<file path="config.mk">
export PLATFORM = sky130hd
export DESIGN_NAME = final_cpa_pipe_flat
export DESIGN_NICKNAME = d
export VERILOG_FILES = /design/src/rtl/final_cpa_pipe_if.sv /design/src/rtl/final_cpa_pipe.sv /design/src/flat_wrapper.sv
export SDC_FILE = /design/constraint.sdc
export NUM_CORES = 1
export LEC_CHECK = 0
export CORE_MARGIN = 3
export CORE_UTILIZATION = 45
export DETAILED_ROUTE_END_ITERATION = 10
export GPL_TIMING_DRIVEN = 0
export PLACE_DENSITY = 0.77
export SYNTH_ARGS = -nofsm -noshare
export SYNTH_HDL_FRONTEND = slang
export SYNTH_SLANG_ARGS = --single-unit
</file>
<file path="constraint.sdc">
create_clock -name i_CLK -period 6.1 [get_ports i_CLK]
set_input_delay 1.525 -clock i_CLK [delete_from_list [all_inputs] [get_ports i_CLK]]
set_output_delay 1.525 -clock i_CLK [all_outputs]
set_load 0.01 [all_outputs]
</file>
<file path="src/rtl/final_cpa_pipe_if.sv">
// Row-pair / result handshake bundle for the final carry-propagate adder.
// The slave side is the adder itself; the master side is its environment
// (compressor tree upstream plus result consumer downstream).
interface final_cpa_pipe_if #(
  parameter int W = 16
);
  logic         i_VALID;
  logic         o_READY;
  logic [W-1:0] i_S;
  logic [W-1:0] i_C;
  logic         o_VALID;
  logic         i_READY;
  logic [W-1:0] o_P;
  logic         o_COUT;

  modport slave (
    input  i_VALID, i_S, i_C, i_READY,
    output o_READY, o_VALID, o_P, o_COUT
  );

  modport master (
    output i_VALID, i_S, i_C, i_READY,
    input  o_READY, o_VALID, o_P, o_COUT
  );
endinterface

</file>
<file path="src/rtl/final_cpa_pipe.sv">
// Final carry-propagate adder behind the 4-2 compressor tree.
// Adds the sum and carry rows in two pipeline stages split at W/2: the lower
// half is added in stage 1, the upper half plus the lower carry in stage 2.
// Valid/ready handshake on both sides; holds at most two items when stalled.
module final_cpa_pipe #(
  parameter int W = 16
) (
  input  logic            i_CLK,
  input  logic            i_RST,
  final_cpa_pipe_if.slave pipe_if
);

  localparam int L = W / 2;
  localparam int H = W - L;

  // Lower-half add, carry returned in the top bit.
  function automatic logic [L:0] add_lo(input logic [L-1:0] a, input logic [L-1:0] b);
    return {1'b0, a} + {1'b0, b};
  endfunction

  // Upper-half add with carry-in from the lower half, carry-out in the top bit.
  function automatic logic [H:0] add_hi(input logic [H-1:0] a, input logic [H-1:0] b,
                                        input logic cin);
    return {1'b0, a} + {1'b0, b} + {{H{1'b0}}, cin};
  endfunction

  logic         vld_p1_q;
  logic         c1_p1_q;
  logic [L-1:0] pl_p1_q;
  logic [H-1:0] su_p1_q;
  logic [H-1:0] cu_p1_q;

  logic         vld_p2_q;
  logic [W-1:0] p_p2_q;
  logic         cout_p2_q;

  logic         en1;
  logic         en2;
  logic [L:0]   lo_d;
  logic [H:0]   hi_d;

  // Stage enables and the two half-width adders.
  always_comb begin
    en2  = ~vld_p2_q | pipe_if.i_READY;
    en1  = ~vld_p1_q | en2;
    lo_d = add_lo(pipe_if.i_S[L-1:0], pipe_if.i_C[L-1:0]);
    hi_d = add_hi(su_p1_q, cu_p1_q, c1_p1_q);
  end

  assign pipe_if.o_READY = en1;
  assign pipe_if.o_VALID = vld_p2_q;
  assign pipe_if.o_P     = p_p2_q;
  assign pipe_if.o_COUT  = cout_p2_q;

  // ---- stage 1: lower-half sum, upper operands parked ----

  // Stage 1 occupancy; reset empties it.
  always_ff @(posedge i_CLK) begin
    if (i_RST) begin
      vld_p1_q <= 1'b0;
    end else if (en1) begin
      vld_p1_q <= pipe_if.i_VALID;
    end
  end

  // Stage 1 data; only written when a real item is accepted, stale otherwise.
  always_ff @(posedge i_CLK) begin
    if (en1 && pipe_if.i_VALID) begin
      {c1_p1_q, pl_p1_q} <= lo_d;
      su_p1_q            <= pipe_if.i_S[W-1:L];
      cu_p1_q            <= pipe_if.i_C[W-1:L];
    end
  end

  // ---- stage 2: upper-half sum with lower carry, result register ----

  // Result register; cleared on reset so the output bus reads zero.
  always_ff @(posedge i_CLK) begin
    if (i_RST) begin
      vld_p2_q  <= 1'b0;
      p_p2_q    <= '0;
      cout_p2_q <= 1'b0;
    end else if (en2) begin
      vld_p2_q <= vld_p1_q;
      if (vld_p1_q) begin
        {cout_p2_q, p_p2_q[W-1:L]} <= hi_d;
        p_p2_q[L-1:0]              <= pl_p1_q;
      end
    end
  end

endmodule

</file>
<file path="src/flat_wrapper.sv">
// flat-port wrapper written by rule: the top's interface ports become plain ports
module final_cpa_pipe_flat 
#(
  parameter int W = 16
)
  (i_CLK, i_RST, pipe_if_i_VALID, pipe_if_i_S, pipe_if_i_C, pipe_if_i_READY, pipe_if_o_READY, pipe_if_o_VALID, pipe_if_o_P, pipe_if_o_COUT);
  final_cpa_pipe_if #(.W(W)) pipe_if_i ();
  input  logic i_CLK;
  input  logic i_RST;
  input wire logic [$bits(pipe_if_i.i_VALID)-1:0] pipe_if_i_VALID;
  input wire logic [$bits(pipe_if_i.i_S)-1:0] pipe_if_i_S;
  input wire logic [$bits(pipe_if_i.i_C)-1:0] pipe_if_i_C;
  input wire logic [$bits(pipe_if_i.i_READY)-1:0] pipe_if_i_READY;
  output wire logic [$bits(pipe_if_i.o_READY)-1:0] pipe_if_o_READY;
  output wire logic [$bits(pipe_if_i.o_VALID)-1:0] pipe_if_o_VALID;
  output wire logic [$bits(pipe_if_i.o_P)-1:0] pipe_if_o_P;
  output wire logic [$bits(pipe_if_i.o_COUT)-1:0] pipe_if_o_COUT;
  assign pipe_if_i.i_VALID = pipe_if_i_VALID;
  assign pipe_if_i.i_S = pipe_if_i_S;
  assign pipe_if_i.i_C = pipe_if_i_C;
  assign pipe_if_i.i_READY = pipe_if_i_READY;
  assign pipe_if_o_READY = pipe_if_i.o_READY;
  assign pipe_if_o_VALID = pipe_if_i.o_VALID;
  assign pipe_if_o_P = pipe_if_i.o_P;
  assign pipe_if_o_COUT = pipe_if_i.o_COUT;
  final_cpa_pipe #(.W(W)) u_core (.i_CLK(i_CLK), .i_RST(i_RST), .pipe_if(pipe_if_i));
endmodule
</file>
# Yosys cells after proc, flatten, opt, wreduce, memory -nomap -nowiden

Cells that the tools add are included.

Input port bits: 36
Bits in registers: 44
Output and inout port bits: 19
Memory bits (writable): 0
Latch bits: 0
Memories: 0
Memory bits (read-only): 0

Reductions and logical operators: 2
Multiplexer cells: 0
Add/sub/neg operators: 3
Multipliers: 0
Equality and inequality tests: 0
Divide/modulo/power cells: 0
Bitwise logic cells: 4
$lt $le $gt $ge: 0
Shift operators: 0

Operators with widths:

| kind                                   | number |
|---|---|
| 8-bit by 8-bit adder with 9-bit output | 2 |
| 9-bit by 1-bit adder with 9-bit output | 1 |
| 1-bit inverter                         | 2 |
| 1-bit bitwise OR                       | 2 |
| 2-bit AND reduction                    | 1 |
| 1-bit logical AND                      | 1 |

# Logic depth before layout (Yosys ltp)

Depth in word-level cells: 4
Mapped depth: 6

# Least setup slack after synthesis

OpenSTA, ideal clock, no wires.

Path type: input-to-output
Start point: in pipe_if_i_READY
End point: out pipe_if_o_READY
Stages on the path: 2
Setup slack: 2760 ps
Data arrival time: 1815 ps
Data required time: 4575 ps
Cell sequence: nor2b_2 > nand2_1

Word-level cells in the longest chain between the ends: 2

Ends and longest elaborated chain:

| element          | line                 | source |
|---|---|---|
| from (decl)      | flat_wrapper.sv:13   | `input wire logic [$bits(pipe_if_i.i_READY)-1:0] pipe_if_i_READY;` |
| 1-bit bitwise OR | final_cpa_pipe.sv:44 | `en2 = ~vld_p2_q \| pipe_if.i_READY;` |
| 1-bit bitwise OR | final_cpa_pipe.sv:45 | `en1 = ~vld_p1_q \| en2;` |
| to (decl)        | flat_wrapper.sv:14   | `output wire logic [$bits(pipe_if_i.o_READY)-1:0] pipe_if_o_READY;` |

No other way between the ends.

# Final worst setup path

Ends and elaborated chain as after synthesis.

==> metrics.yaml <==
avgSynthCellArea_um2: 11.38
ir_worst_vdd_uv: 148.8
mostFrequentLayoutCells: "53 x sky130_fd_sc_hd__clkdlybuf4s50_1, 25 x sky130_fd_sc_hd__edfxtp_1, 24 x sky130_fd_sc_hd__nand2_1"
detail-route-antenna-nets: 0
clock_tree.root_cell: "sky130_fd_sc_hd__clkbuf_8"
drc: 0
finalClockSkew_ns: 0.008980
post_route_cells_drive_above_1_share_pct: 5.761
initial_core_util_pct: 47.23
sequential_share_of_the_synthesized_area_pct: 54.62
dp_hpwl_um: 3065
post_synth_inst_count: 182
totalNegativeSetupSlack_ns: 0
grt_start_max_net_pins: 26
worstPathRequired_ns: 4.58
share_comb_of_total_power_pct: 20.2
synth_ff_type: "sky130_fd_sc_hd__edfxtp_1"
crit_arrival_ns: 2.74
post_cts_resized: 0
post-route-period-util_pct: 69.92
startpoint_type: "input port"
setup_ws_final_ns: 1.835
fin_nets: 296
dp_slack_ns: 1.838
run_status: "finished, final reports clean"
path_class: "in -> out"
cts_tree: "done"
chipHeight_um: 73.84
grt_antenna_before_repair: 0
cts_hold_buf: 0
post-layout-total-power_w: 0.0006497
powerDensity_nw_per_um2: 236.4
post_drt_wl_per_cell_um: 13.39
layout.cells.most_common: "sky130_fd_sc_hd__clkdlybuf4s50_1"
timing.hold.worst.class: "reg -> reg"
end_kind: "primary output"
ys_ff_latch: 44
maxCapViolations: 0
post-route-min-period_ns: 4.265
synth-warning-count: 0
critPathMaxFanout: 6
timing.slew.headroom_pct: 22.77
clk-insertion-delay-late_ns: 0.29
io_pins: 55
final_core_utilization_pct: 62.67
pwr-share-clk_pct: 26.2
hold_viol: 0
drt-pass1-iter-count: 4
post-cts-setup-buffers: 0
grt_pass1_wl_um: 6520
wirelength_um: 3950
total_leakage_power_nw: 1.028
cts-htree-levels: 2
fp-row-count: 24
place.port_buffers: 53
floorplan.die.width_um: 73.84
synth.net_count: 236
clkSlewWorstSetupHoldPaths_ns: 0.08
seq_power_share_pct: 53.6
asyncSetResetFlopFracSynth_pct: 0
synthToLayoutAreaGrowth_pct: 32.69
setup_viol: 0
synth_edf_count: 25
detailedRoute.firstIterationViolations: 90
vias_cell: 5.166
switching_share_pct: 24.51
cell_area_after_synthesis_um2: 2071
clk_path_buf_depth: 2
slew_viol_final: 0
power.internal_w: 0.0004905
first_global_vias: 1498
groute.usage.overall_pct: 15.55
reg2reg_depth: 6
hold-path-cell-count: 2
antenna_cells: 0
max_freq_mhz: 234.5
finalWeightedCongestion: 0.7211
rsz_0062_raised_after_global_routing: "false"
count_of_clock_tree_sinks: 44
via_count: 1524
dieArea_um2: 5452
globalRoute.totalOverflow: 0
netlist-cell-type-count: 40
timing_worst_slew_pin_value_ns: 1.158
coreArea_um2: 4384
clock_buffers_created_by_tritoncts: 5
netSwitchingPower_w: 0.0001592
[synthesized netlist by cell type, drive strengths merged (5+ instances only)]
master   n  area, um2
a211oi   5      37.54
a21o     5      37.54
a21oi   17      88.84
buf      5      23.77
dfxtp   19      380.4
edfxtp  25      750.7
ha      15      187.7
nand2   24      90.09
nor2     9      33.78
o21ai    7      35.03
xnor2    5      43.79
[worst max-delay path, stage by stage]
cell                              delay [ns]
sky130_fd_sc_hd__clkdlybuf4s50_1        0.41
sky130_fd_sc_hd__nor2b_2                0.21
sky130_fd_sc_hd__nand2_1                0.10
sky130_fd_sc_hd__clkdlybuf4s50_1        0.48
[kinds of logic after synthesis]
group	Yosys count	synth area share, %
xor gates and xnor gates	7	2.961
and+or+nand+nor	53	12.21
DFF	44	54.62
adders and majority gates	18	11.96
AOI/OAI and AO/OA	51	16.38
buffers and inverters	9	1.873
[final timing paths]
path | from | end | slack [ns]
max | pipe_if_i_READY | pipe_if_o_READY | 1.84
max reg2reg | u_core.cu_p1_q[0] | u_core.pipe_if.o_COUT | 3.54
min reg2reg | u_core.pipe_if.o_P[3] | u_core.pipe_if.o_P[3] | 0.46
min | u_core.pipe_if.o_P[3] | u_core.pipe_if.o_P[3] | 0.46
[state kept, by name (all words and copies together), names as in the netlist]
signal	flops
u_core.cu_p1_q	8
u_core.pipe_if.o_COUT	1
u_core.pl_p1_q	8
u_core.su_p1_q	8
u_core.pipe_if.o_VALID	1
u_core.pipe_if.o_P	16
u_core.c1_p1_q	1
u_core.vld_p1_q	1
[stage by stage]
step           area (um2)  instances  hold slack (ns)
2_1_floorplan        2071        182           0.4713
3_3_place_gp         2666        287           0.4440
3_5_place_dp         2666        287           0.4508
4_1_cts              2748        295           0.4614
5_1_grt              2748        295           0.4814
6_report             2748        295           0.4592
[cell type report]
type                    count  area, um2
multi-input cells         129      900.9
well taps                  52      65.06
inverters                   3      11.26
clock inverters             1      5.005
clock buffers               7      76.32
flip-flops and latches     44       1131
fillers                   353       1637
repair buffers             53      530.5
plain buffers               6      27.53
[layer usage]
layer,wire length [um],vias up,track usage (%)
li1,-,795,-
met5,0,-,0
met2,1824,45,25.59
met1,1832,680,19.83
met3,243,4,4.651
met4,49,0,4.225
[power by group through the flow]
| stage | clock (W) | combinational, W | sequential (W) |
|---|---|---|---|
| detailed placement | 0 | 0.000131 | 0.000355 |
| global route | 0.000187 | 0.000147 | 0.000351 |
| global placement | 0 | 0.000128 | 0.000355 |
| finish | 0.000170 | 0.000131 | 0.000348 |
| CTS | 0.000175 | 0.000132 | 0.000348 |
| floorplan | 0 | 0.0000715 | 0.000357 |
(Power assumes the default switching activity.)
